`config.mk`:
```
export PLATFORM = sky130hd
export DESIGN_NAME = frame_ptr_ctrl_flat
export DESIGN_NICKNAME = d
export VERILOG_FILES = /design/src/rtl/frame_pkg.sv /design/src/rtl/frame_ptr_ctrl_if.sv /design/src/rtl/fp_shift_stack.sv /design/src/rtl/frame_ptr_ctrl.sv /design/src/flat_wrapper.sv
export SDC_FILE = /design/constraint.sdc
export NUM_CORES = 1
export LEC_CHECK = 0
export CAP_MARGIN = 20
export CORE_MARGIN = 2
export CORE_UTILIZATION = 68
export CTS_BUF_LIST = sky130_fd_sc_hd__clkbuf_16
export DETAILED_ROUTE_END_ITERATION = 10
export DONT_BUFFER_PORTS = 1
export GPL_ROUTABILITY_DRIVEN = 0
export PLACE_DENSITY = 0.86
export SKIP_CTS_REPAIR_TIMING = 1
export SYNTH_ARGS = -nofsm -noshare
export SYNTH_HDL_FRONTEND = slang
export SYNTH_HIERARCHICAL = 1
export SYNTH_SLANG_ARGS = --single-unit
export TNS_END_PERCENT = 20
```
`constraint.sdc`:
```
create_clock -name Clock -period 4.7 [get_ports Clock]
set_input_delay 0.235 -clock Clock [delete_from_list [all_inputs] [get_ports Clock]]
set_output_delay 0.235 -clock Clock [all_outputs]
set_load 0.02 [all_outputs]
```
`src/rtl/frame_pkg.sv`:
```
// Shared constants and types for the windowed frame-pointer controller.
// Optional feature macro: FP_BOUNDS_CHECK_EN (rejects calls/returns that leave 0..15).
package frame_pkg;

    localparam int ADDR_W      = 4;
    localparam int WIN_W       = 3;
    localparam int NUM_REGS    = 16;
    localparam int WIN_SIZE    = 8;
    localparam int STACK_DEPTH = 4;
    localparam int DEPTH_W     = $clog2(STACK_DEPTH + 1);

    typedef enum logic {
        IDLE,
        MOVE
    } fp_state_t;

    typedef logic [ADDR_W-1:0]  phys_addr_t;
    typedef logic [WIN_W-1:0]   win_idx_t;
    typedef logic [DEPTH_W-1:0] depth_t;

endpackage

```
`src/rtl/frame_ptr_ctrl_if.sv`:
```
// Decode-side bundle of the frame-pointer controller.
// master = decode/register-file side, slave = frame_ptr_ctrl.
interface frame_ptr_ctrl_if;
    import frame_pkg::*;

    logic       Call_Req;
    logic       Rtn_Req;
    win_idx_t   Call_Shift;
    win_idx_t   Rd_Rel;
    win_idx_t   Rs_Rel;
    win_idx_t   Rm_Rel;
    logic       Rd_Wen_In;
    logic       Rs_Wen_In;

    phys_addr_t Rd_Addr;
    phys_addr_t Rs_Addr;
    phys_addr_t Rm_Addr;
    win_idx_t   Actual_Rd;
    win_idx_t   Actual_Rs;
    win_idx_t   Actual_Rm;
    logic       Rd_Wen;
    logic       Rs_Wen;
    logic       FP_move;
    logic       FP_push_up;
    phys_addr_t New_FP;
    phys_addr_t FP;
    logic       Busy;
    depth_t     Depth;
    logic       Fault;

    modport master (
        output Call_Req, Rtn_Req, Call_Shift,
        output Rd_Rel, Rs_Rel, Rm_Rel,
        output Rd_Wen_In, Rs_Wen_In,
        input  Rd_Addr, Rs_Addr, Rm_Addr,
        input  Actual_Rd, Actual_Rs, Actual_Rm,
        input  Rd_Wen, Rs_Wen,
        input  FP_move, FP_push_up, New_FP, FP,
        input  Busy, Depth, Fault
    );

    modport slave (
        input  Call_Req, Rtn_Req, Call_Shift,
        input  Rd_Rel, Rs_Rel, Rm_Rel,
        input  Rd_Wen_In, Rs_Wen_In,
        output Rd_Addr, Rs_Addr, Rm_Addr,
        output Actual_Rd, Actual_Rs, Actual_Rm,
        output Rd_Wen, Rs_Wen,
        output FP_move, FP_push_up, New_FP, FP,
        output Busy, Depth, Fault
    );

endinterface

```
`src/rtl/fp_shift_stack.sv`:
```
// LIFO of call shifts; overflowing push and underflowing pop are ignored.
module fp_shift_stack #(
    parameter int DEPTH = 4,
    parameter int W     = 3
) (
    input  logic                         clk,
    input  logic                         rst_n,
    input  logic                         push,
    input  logic                         pop,
    input  logic [W-1:0]                 din,
    output logic [W-1:0]                 top,
    output logic [$clog2(DEPTH+1)-1:0]   depth,
    output logic                         full,
    output logic                         empty
);

    localparam int DW = $clog2(DEPTH + 1);
    localparam int IW = (DEPTH > 1) ? $clog2(DEPTH) : 1;

    logic [W-1:0]  mem_q [DEPTH];
    logic [DW-1:0] depth_q;
    logic [IW-1:0] wr_idx;
    logic [IW-1:0] rd_idx;

    assign wr_idx = IW'(depth_q);
    assign rd_idx = IW'(depth_q - DW'(1));

    assign full  = (depth_q == DW'(DEPTH));
    assign empty = (depth_q == '0);
    assign depth = depth_q;
    assign top   = mem_q[rd_idx];

    always_ff @(posedge clk or negedge rst_n) begin
        if (!rst_n) begin
            depth_q <= '0;
            for (int i = 0; i < DEPTH; i++) begin
                mem_q[i] <= '0;
            end
        end else if (push && !full) begin
            mem_q[wr_idx] <= din;
            depth_q       <= depth_q + DW'(1);
        end else if (pop && !empty) begin
            depth_q <= depth_q - DW'(1);
        end
    end

endmodule

```
`src/rtl/frame_ptr_ctrl.sv`:
```
// Frame pointer owner: window-relative to physical translation and CALL/RTN moves.
// FP_BOUNDS_CHECK_EN: reject moves whose window would leave registers 0..15.
module frame_ptr_ctrl
    import frame_pkg::*;
(
    input logic             Clock,
    input logic             Reset_n,
    frame_ptr_ctrl_if.slave bus
);

    localparam int EW = ADDR_W + 1;

    fp_state_t  state_q;
    phys_addr_t fp_q;
    phys_addr_t pend_q;
    phys_addr_t new_fp_q;
    win_idx_t   shift_q;
    logic       dir_q;
    logic       move_q;
    logic       busy_q;
    logic       fault_q;

    logic       st_push;
    logic       st_pop;
    logic       st_full;
    logic       st_empty;
    win_idx_t   st_top;
    depth_t     st_depth;

    logic       do_call;
    logic       do_rtn;
    logic       reject;
    logic       call_oob;
    logic       rtn_oob;
    phys_addr_t call_pend;
    phys_addr_t rtn_pend;

    assign call_pend = fp_q + phys_addr_t'(bus.Call_Shift);
    assign rtn_pend  = fp_q - phys_addr_t'(st_top);

`ifdef FP_BOUNDS_CHECK_EN
    logic [EW-1:0] call_end;
    // Last register of the new window must not wrap past 15.
    assign call_end = {1'b0, fp_q} + EW'(bus.Call_Shift) + EW'(WIN_SIZE - 1);
    assign call_oob = (call_end > EW'(NUM_REGS - 1));
    assign rtn_oob  = (fp_q < phys_addr_t'(st_top));
`else
    assign call_oob = 1'b0;
    assign rtn_oob  = 1'b0;
`endif

    always_comb begin
        do_call = 1'b0;
        do_rtn  = 1'b0;
        reject  = 1'b0;
        if (state_q == IDLE) begin
            unique case (1'b1)
                bus.Call_Req && bus.Rtn_Req: begin
                    reject = 1'b1;
                end
                bus.Call_Req && !bus.Rtn_Req: begin
                    reject  = st_full || call_oob;
                    do_call = !(st_full || call_oob);
                end
                bus.Rtn_Req && !bus.Call_Req: begin
                    reject = st_empty || rtn_oob;
                    do_rtn = !(st_empty || rtn_oob);
                end
                default: ;
            endcase
        end
    end

    always_ff @(posedge Clock or negedge Reset_n) begin
        if (!Reset_n) begin
            state_q  <= IDLE;
            fp_q     <= '0;
            pend_q   <= '0;
            new_fp_q <= '0;
            shift_q  <= '0;
            dir_q    <= 1'b0;
            move_q   <= 1'b0;
            busy_q   <= 1'b0;
            fault_q  <= 1'b0;
        end else begin
            fault_q <= reject;
            case (state_q)
                IDLE: begin
                    if (do_call || do_rtn) begin
                        state_q  <= MOVE;
                        dir_q    <= do_call;
                        shift_q  <= do_call ? bus.Call_Shift : st_top;
                        pend_q   <= do_call ? call_pend : rtn_pend;
                        new_fp_q <= do_call ? call_pend : rtn_pend;
                        move_q   <= 1'b1;
                        busy_q   <= 1'b1;
                    end
                end
                MOVE: begin
                    state_q  <= IDLE;
                    fp_q     <= pend_q;
                    new_fp_q <= pend_q;
                    move_q   <= 1'b0;
                    busy_q   <= 1'b0;
                end
                default: begin
                    state_q <= IDLE;
                end
            endcase
        end
    end

    // LIFO commits on the same edge that retires the move.
    assign st_push = (state_q == MOVE) && dir_q;
    assign st_pop  = (state_q == MOVE) && !dir_q;

    fp_shift_stack #(
        .DEPTH (STACK_DEPTH),
        .W     (WIN_W)
    ) u_stack (
        .clk   (Clock),
        .rst_n (Reset_n),
        .push  (st_push),
        .pop   (st_pop),
        .din   (shift_q),
        .top   (st_top),
        .depth (st_depth),
        .full  (st_full),
        .empty (st_empty)
    );

    assign bus.Rd_Addr    = fp_q + phys_addr_t'(bus.Rd_Rel);
    assign bus.Rs_Addr    = fp_q + phys_addr_t'(bus.Rs_Rel);
    assign bus.Rm_Addr    = fp_q + phys_addr_t'(bus.Rm_Rel);
    assign bus.Actual_Rd  = bus.Rd_Rel;
    assign bus.Actual_Rm  = bus.Rm_Rel;
    assign bus.Actual_Rs  = move_q ? shift_q : bus.Rs_Rel;
    assign bus.Rd_Wen     = bus.Rd_Wen_In;
    assign bus.Rs_Wen     = bus.Rs_Wen_In && !move_q;
    assign bus.FP_move    = move_q;
    assign bus.FP_push_up = dir_q;
    assign bus.New_FP     = new_fp_q;
    assign bus.FP         = fp_q;
    assign bus.Busy       = busy_q;
    assign bus.Depth      = st_depth;
    assign bus.Fault      = fault_q;

endmodule

```
`src/flat_wrapper.sv`:
```
// flat-port wrapper written by rule: the top's interface ports become plain ports
module frame_ptr_ctrl_flat import frame_pkg::*;
  (Clock, Reset_n, bus_Call_Req, bus_Rtn_Req, bus_Call_Shift, bus_Rd_Rel, bus_Rs_Rel, bus_Rm_Rel, bus_Rd_Wen_In, bus_Rs_Wen_In, bus_Rd_Addr, bus_Rs_Addr, bus_Rm_Addr, bus_Actual_Rd, bus_Actual_Rs, bus_Actual_Rm, bus_Rd_Wen, bus_Rs_Wen, bus_FP_move, bus_FP_push_up, bus_New_FP, bus_FP, bus_Busy, bus_Depth, bus_Fault);
  frame_ptr_ctrl_if bus_i ();
  input logic Clock;
  input logic Reset_n;
  input wire logic [$bits(bus_i.Call_Req)-1:0] bus_Call_Req;
  input wire logic [$bits(bus_i.Rtn_Req)-1:0] bus_Rtn_Req;
  input wire logic [$bits(bus_i.Call_Shift)-1:0] bus_Call_Shift;
  input wire logic [$bits(bus_i.Rd_Rel)-1:0] bus_Rd_Rel;
  input wire logic [$bits(bus_i.Rs_Rel)-1:0] bus_Rs_Rel;
  input wire logic [$bits(bus_i.Rm_Rel)-1:0] bus_Rm_Rel;
  input wire logic [$bits(bus_i.Rd_Wen_In)-1:0] bus_Rd_Wen_In;
  input wire logic [$bits(bus_i.Rs_Wen_In)-1:0] bus_Rs_Wen_In;
  output wire logic [$bits(bus_i.Rd_Addr)-1:0] bus_Rd_Addr;
  output wire logic [$bits(bus_i.Rs_Addr)-1:0] bus_Rs_Addr;
  output wire logic [$bits(bus_i.Rm_Addr)-1:0] bus_Rm_Addr;
  output wire logic [$bits(bus_i.Actual_Rd)-1:0] bus_Actual_Rd;
  output wire logic [$bits(bus_i.Actual_Rs)-1:0] bus_Actual_Rs;
  output wire logic [$bits(bus_i.Actual_Rm)-1:0] bus_Actual_Rm;
  output wire logic [$bits(bus_i.Rd_Wen)-1:0] bus_Rd_Wen;
  output wire logic [$bits(bus_i.Rs_Wen)-1:0] bus_Rs_Wen;
  output wire logic [$bits(bus_i.FP_move)-1:0] bus_FP_move;
  output wire logic [$bits(bus_i.FP_push_up)-1:0] bus_FP_push_up;
  output wire logic [$bits(bus_i.New_FP)-1:0] bus_New_FP;
  output wire logic [$bits(bus_i.FP)-1:0] bus_FP;
  output wire logic [$bits(bus_i.Busy)-1:0] bus_Busy;
  output wire logic [$bits(bus_i.Depth)-1:0] bus_Depth;
  output wire logic [$bits(bus_i.Fault)-1:0] bus_Fault;
  assign bus_i.Call_Req = bus_Call_Req;
  assign bus_i.Rtn_Req = bus_Rtn_Req;
  assign bus_i.Call_Shift = bus_Call_Shift;
  assign bus_i.Rd_Rel = bus_Rd_Rel;
  assign bus_i.Rs_Rel = bus_Rs_Rel;
  assign bus_i.Rm_Rel = bus_Rm_Rel;
  assign bus_i.Rd_Wen_In = bus_Rd_Wen_In;
  assign bus_i.Rs_Wen_In = bus_Rs_Wen_In;
  assign bus_Rd_Addr = bus_i.Rd_Addr;
  assign bus_Rs_Addr = bus_i.Rs_Addr;
  assign bus_Rm_Addr = bus_i.Rm_Addr;
  assign bus_Actual_Rd = bus_i.Actual_Rd;
  assign bus_Actual_Rs = bus_i.Actual_Rs;
  assign bus_Actual_Rm = bus_i.Actual_Rm;
  assign bus_Rd_Wen = bus_i.Rd_Wen;
  assign bus_Rs_Wen = bus_i.Rs_Wen;
  assign bus_FP_move = bus_i.FP_move;
  assign bus_FP_push_up = bus_i.FP_push_up;
  assign bus_New_FP = bus_i.New_FP;
  assign bus_FP = bus_i.FP;
  assign bus_Busy = bus_i.Busy;
  assign bus_Depth = bus_i.Depth;
  assign bus_Fault = bus_i.Fault;
  frame_ptr_ctrl u_core (.Clock(Clock), .Reset_n(Reset_n), .bus(bus_i));
endmodule
```
==> qor.csv <==
metric,value,unit
endpoint kind of the worst setup timing path,flip-flop,
"commonest non-fill, non-tap cells in the layout","sky130_fd_sc_hd__dfrtp_1 (34), sky130_fd_sc_hd__inv_1 (21), sky130_fd_sc_hd__ha_1 (19), sky130_fd_sc_hd__mux2_2 (15), sky130_fd_sc_hd__nand2_1 (13)",
TritonCTS buffer count,5,
highest clock frequency the design can meet,286,MHz
fraction of layout instances using a drive strength above 1,0.186,
global-route wire length before repair,6.66,mm
Leakage Power,1.10,nW
IO Port Bufs,0,
root buffer cell,sky130_fd_sc_hd__clkbuf_16,
area added between synthesis and finish,6.20,%
post-route design area,2330,sq um
Final setup viols,0,
power density over the cells,883,nW/um^2
clock skew after layout,0.00198,ns
proportion of synthesized flip-flops having asynchronous set or reset,1.00,
final wirelength,4.33,mm
HPWL Detailed,3.17,mm
Overall Power,0.00206,W
Hold WC Path Type,in -> reg,
number of clock sinks seen by CTS,34,
buffer levels on the longest clock path,2,
pin count of the biggest net entering global routing,35,
width of the chip,60.9,um
Synth Register Bits,34,
via/cell ratio,6.03,
area of the multi-input gates,1180,sq um
Worst Setup Path Type,reg -> reg,
number of antenna violations at the first check in global routing,0,
count of boundary I/O pins,56,
data arrival time of the worst path,3.67,ns
measured slew at the worst slew-check pin,0.740,ns
mapped cell area,2200,sq um
largest family of logic cells by synthesized area,adder cells,
sum of negative setup slack,0,ns
floorplan die area,3700,sq um
number of search-and-repair iterations in the first detailed-routing pass,4,
top metal layer carrying routed signals,met4,
tightest slew margin relative to the limit,0.507,
largest voltage drop on the vdd net,0.396,mV
cell row count,20,
length of routed met3 wiring,271,um
"Seq/Total Area, Yosys",0.387,
DRT iter0 DRCs,63,
H-tree depth,2,
count of distinct cell types in the synthesized netlist,38,
number of nets with antenna violations after routing,0,
portion of netlist area occupied by mux cells,0.137,
CTS clock-pin slew for the worst setup and hold paths,0.05,ns
Post-Synthesis Cells,197,
clock latency on the worst-skew pair,0.28,ns
global-route usage over all layers,0.257,
Final Max Tran Viols,0,
routed length on met1,1.68,mm
CTS tree,built,
detailed-route via count,1436,
DR WL met2,2.27,mm
dominant synthesized flop cell,sky130_fd_sc_hd__dfrtp_1,
vias in the first global route,1418,
area used by sequential logic in the layout,851,sq um
data required time of the critical path,4.87,ns
status,completed,
complex-gate fraction of the synthesized area,0.109,
total DRC errors in the routed layout,0,
Synth Area in Simple Gates,0.102,
number of antenna diodes,0,
Ys Warns,6,
vertical extent of the die,60.9,um
"most common cell after layout, fill and taps aside",sky130_fd_sc_hd__dfrtp_1,
area share of fa/ha/maj cells after synthesis,0.145,
Max Cap Viol,0,
Core Region,3050,sq um
Post-Syn Area per Cell,11.2,sq um
Final Hold Viols,0,
"EDFF count, synth",0,
share of the synthesized netlist area taken by xor and xnor gates,0.0461,
maximum net fanout on the critical path,9,
startpoint kind of the worst setup timing path,flip-flop,
Post-DP Area,2170,sq um
post-route fraction of the period consumed by the critical path,0.744,
"Min Clock Period, post-route",3.50,ns
synthesized netlist net count,238,
final global-route overflow total,0,
Wirelength per Cell,18.2,um
initial core utilization,0.720,
post-layout net count,235,
RSZ-0062 raised after global routing,no,
Fill cells,207,
final timing paths:
check	startpoint	end	slack, ns	cells past startpoint
min in group asynchronous	Reset_n	u_core/pend_q[0]	0.44	2
min reg2reg	u_core/u_stack/mem_q[8]	u_core/u_stack/mem_q[8]	0.51	1
min	bus_Rtn_Req	u_core/bus.FP_push_up	0.07	1
max reg2reg	u_core/u_stack/depth[0]	u_core/pend_q[3]	1.20	10
max	u_core/u_stack/depth[0]	u_core/pend_q[3]	1.20	10
max in group asynchronous	Reset_n	u_core/u_stack/mem_q[0]	4.08	2
worst max-delay path, cell delays in order (launching register included):
cell and delay (ns):
sky130_fd_sc_hd__dfrtp_1 0.66, sky130_fd_sc_hd__inv_1 0.19, sky130_fd_sc_hd__ha_1 0.30, sky130_fd_sc_hd__and2_1 0.24
sky130_fd_sc_hd__nor4b_4 0.46, sky130_fd_sc_hd__mux2_2 0.41, sky130_fd_sc_hd__ha_1 0.28, sky130_fd_sc_hd__a21o_1 0.18
sky130_fd_sc_hd__a21oi_1 0.17, sky130_fd_sc_hd__xnor3_1 0.28, sky130_fd_sc_hd__o31ai_1 0.23
metrics by stage:
stage	instances	hold WS, ns	setup slack (ns)	utilization
finish	238	0.0652	1.20	0.765
global route	238	0.0625	1.01	0.765
CTS	236	-0.355	1.22	0.755
detailed placement	229	-0.0598	1.26	0.711
global placement	229	-0.0599	1.43	0.711
floorplan	197	-0.0606	1.55	-
cell usage after synthesis (2+ instances only):
cell | number | area share
sky130_fd_sc_hd__dfrtp_1 | 34 | 0.39
sky130_fd_sc_hd__inv_1 | 21 | 0.036
sky130_fd_sc_hd__ha_1 | 19 | 0.11
sky130_fd_sc_hd__mux2_2 | 15 | 0.077
sky130_fd_sc_hd__nand2_1 | 13 | 0.022
sky130_fd_sc_hd__o21ai_0 | 12 | 0.027
sky130_fd_sc_hd__a21oi_1 | 11 | 0.025
sky130_fd_sc_hd__buf_4 | 8 | 0.027
sky130_fd_sc_hd__xnor2_1 | 8 | 0.032
sky130_fd_sc_hd__nor2_1 | 7 | 0.012
sky130_fd_sc_hd__a21o_1 | 4 | 0.014
sky130_fd_sc_hd__fa_1 | 4 | 0.036
sky130_fd_sc_hd__and2_1 | 3 | 0.0085
sky130_fd_sc_hd__mux2_4 | 3 | 0.020
sky130_fd_sc_hd__mux4_2 | 3 | 0.031
sky130_fd_sc_hd__nor2b_1 | 3 | 0.0085
sky130_fd_sc_hd__o31ai_1 | 3 | 0.010
sky130_fd_sc_hd__clkbuf_1 | 2 | 0.0034
sky130_fd_sc_hd__mux2i_1 | 2 | 0.0091
sky130_fd_sc_hd__nor3_1 | 2 | 0.0046
sky130_fd_sc_hd__nor3b_1 | 2 | 0.0068
sky130_fd_sc_hd__or3b_4 | 2 | 0.010
flip-flops by register name (all words and copies together), names as in the netlist:
| name | flops |
|---|---|
| u_core/bus.FP | 4 |
| u_core/u_stack/depth | 3 |
| u_core/state_q | 1 |
| u_core/bus.Fault | 1 |
| u_core/u_stack/mem_q | 12 |
| u_core/pend_q | 4 |
| u_core/bus.FP_push_up | 1 |
| u_core/bus.Busy | 1 |
| u_core/bus.New_FP | 4 |
| u_core/shift_q | 3 |
kinds of logic (layout without fill, tap and decap cells):
family | Yosys count | in the layout
adder cells (fa/ha/maj) | 23 | 23
XOR/XNOR | 10 | 10
AND/OR/NAND/NOR | 38 | 38
multiplexers | 23 | 23
AO/OA/AOI/OAI | 36 | 36
flip-flops | 34 | 34
buffers and inverters | 33 | 30
report_power, final:
part	internal [W]	total (W)	switching [W]	leakage, nW
registers	0.000430	0.000675	0.000245	0.422
logic	0.000489	0.00108	0.000594	0.605
clock network	0.000191	0.000304	0.000113	0.0694
total	0.00111	0.00206	0.000952	1.10
layer usage:
metal,track usage,up-vias
met2,0.442,52
met1,0.288,709
met5,0,-
li1,-,665
met4,0.130,0
met3,0.0789,10
final cells by class:
cell class / instances / share of cell area
multi-input cells: 130 / 0.508
flip-flops and latches: 34 / 0.364
clock buffers: 5 / 0.0536
inverters: 21 / 0.0338
well taps: 44 / 0.0236
repair buffers: 2 / 0.0129
clock inverters: 2 / 0.00429
Note: power is estimated with default switching activity, not from simulation.
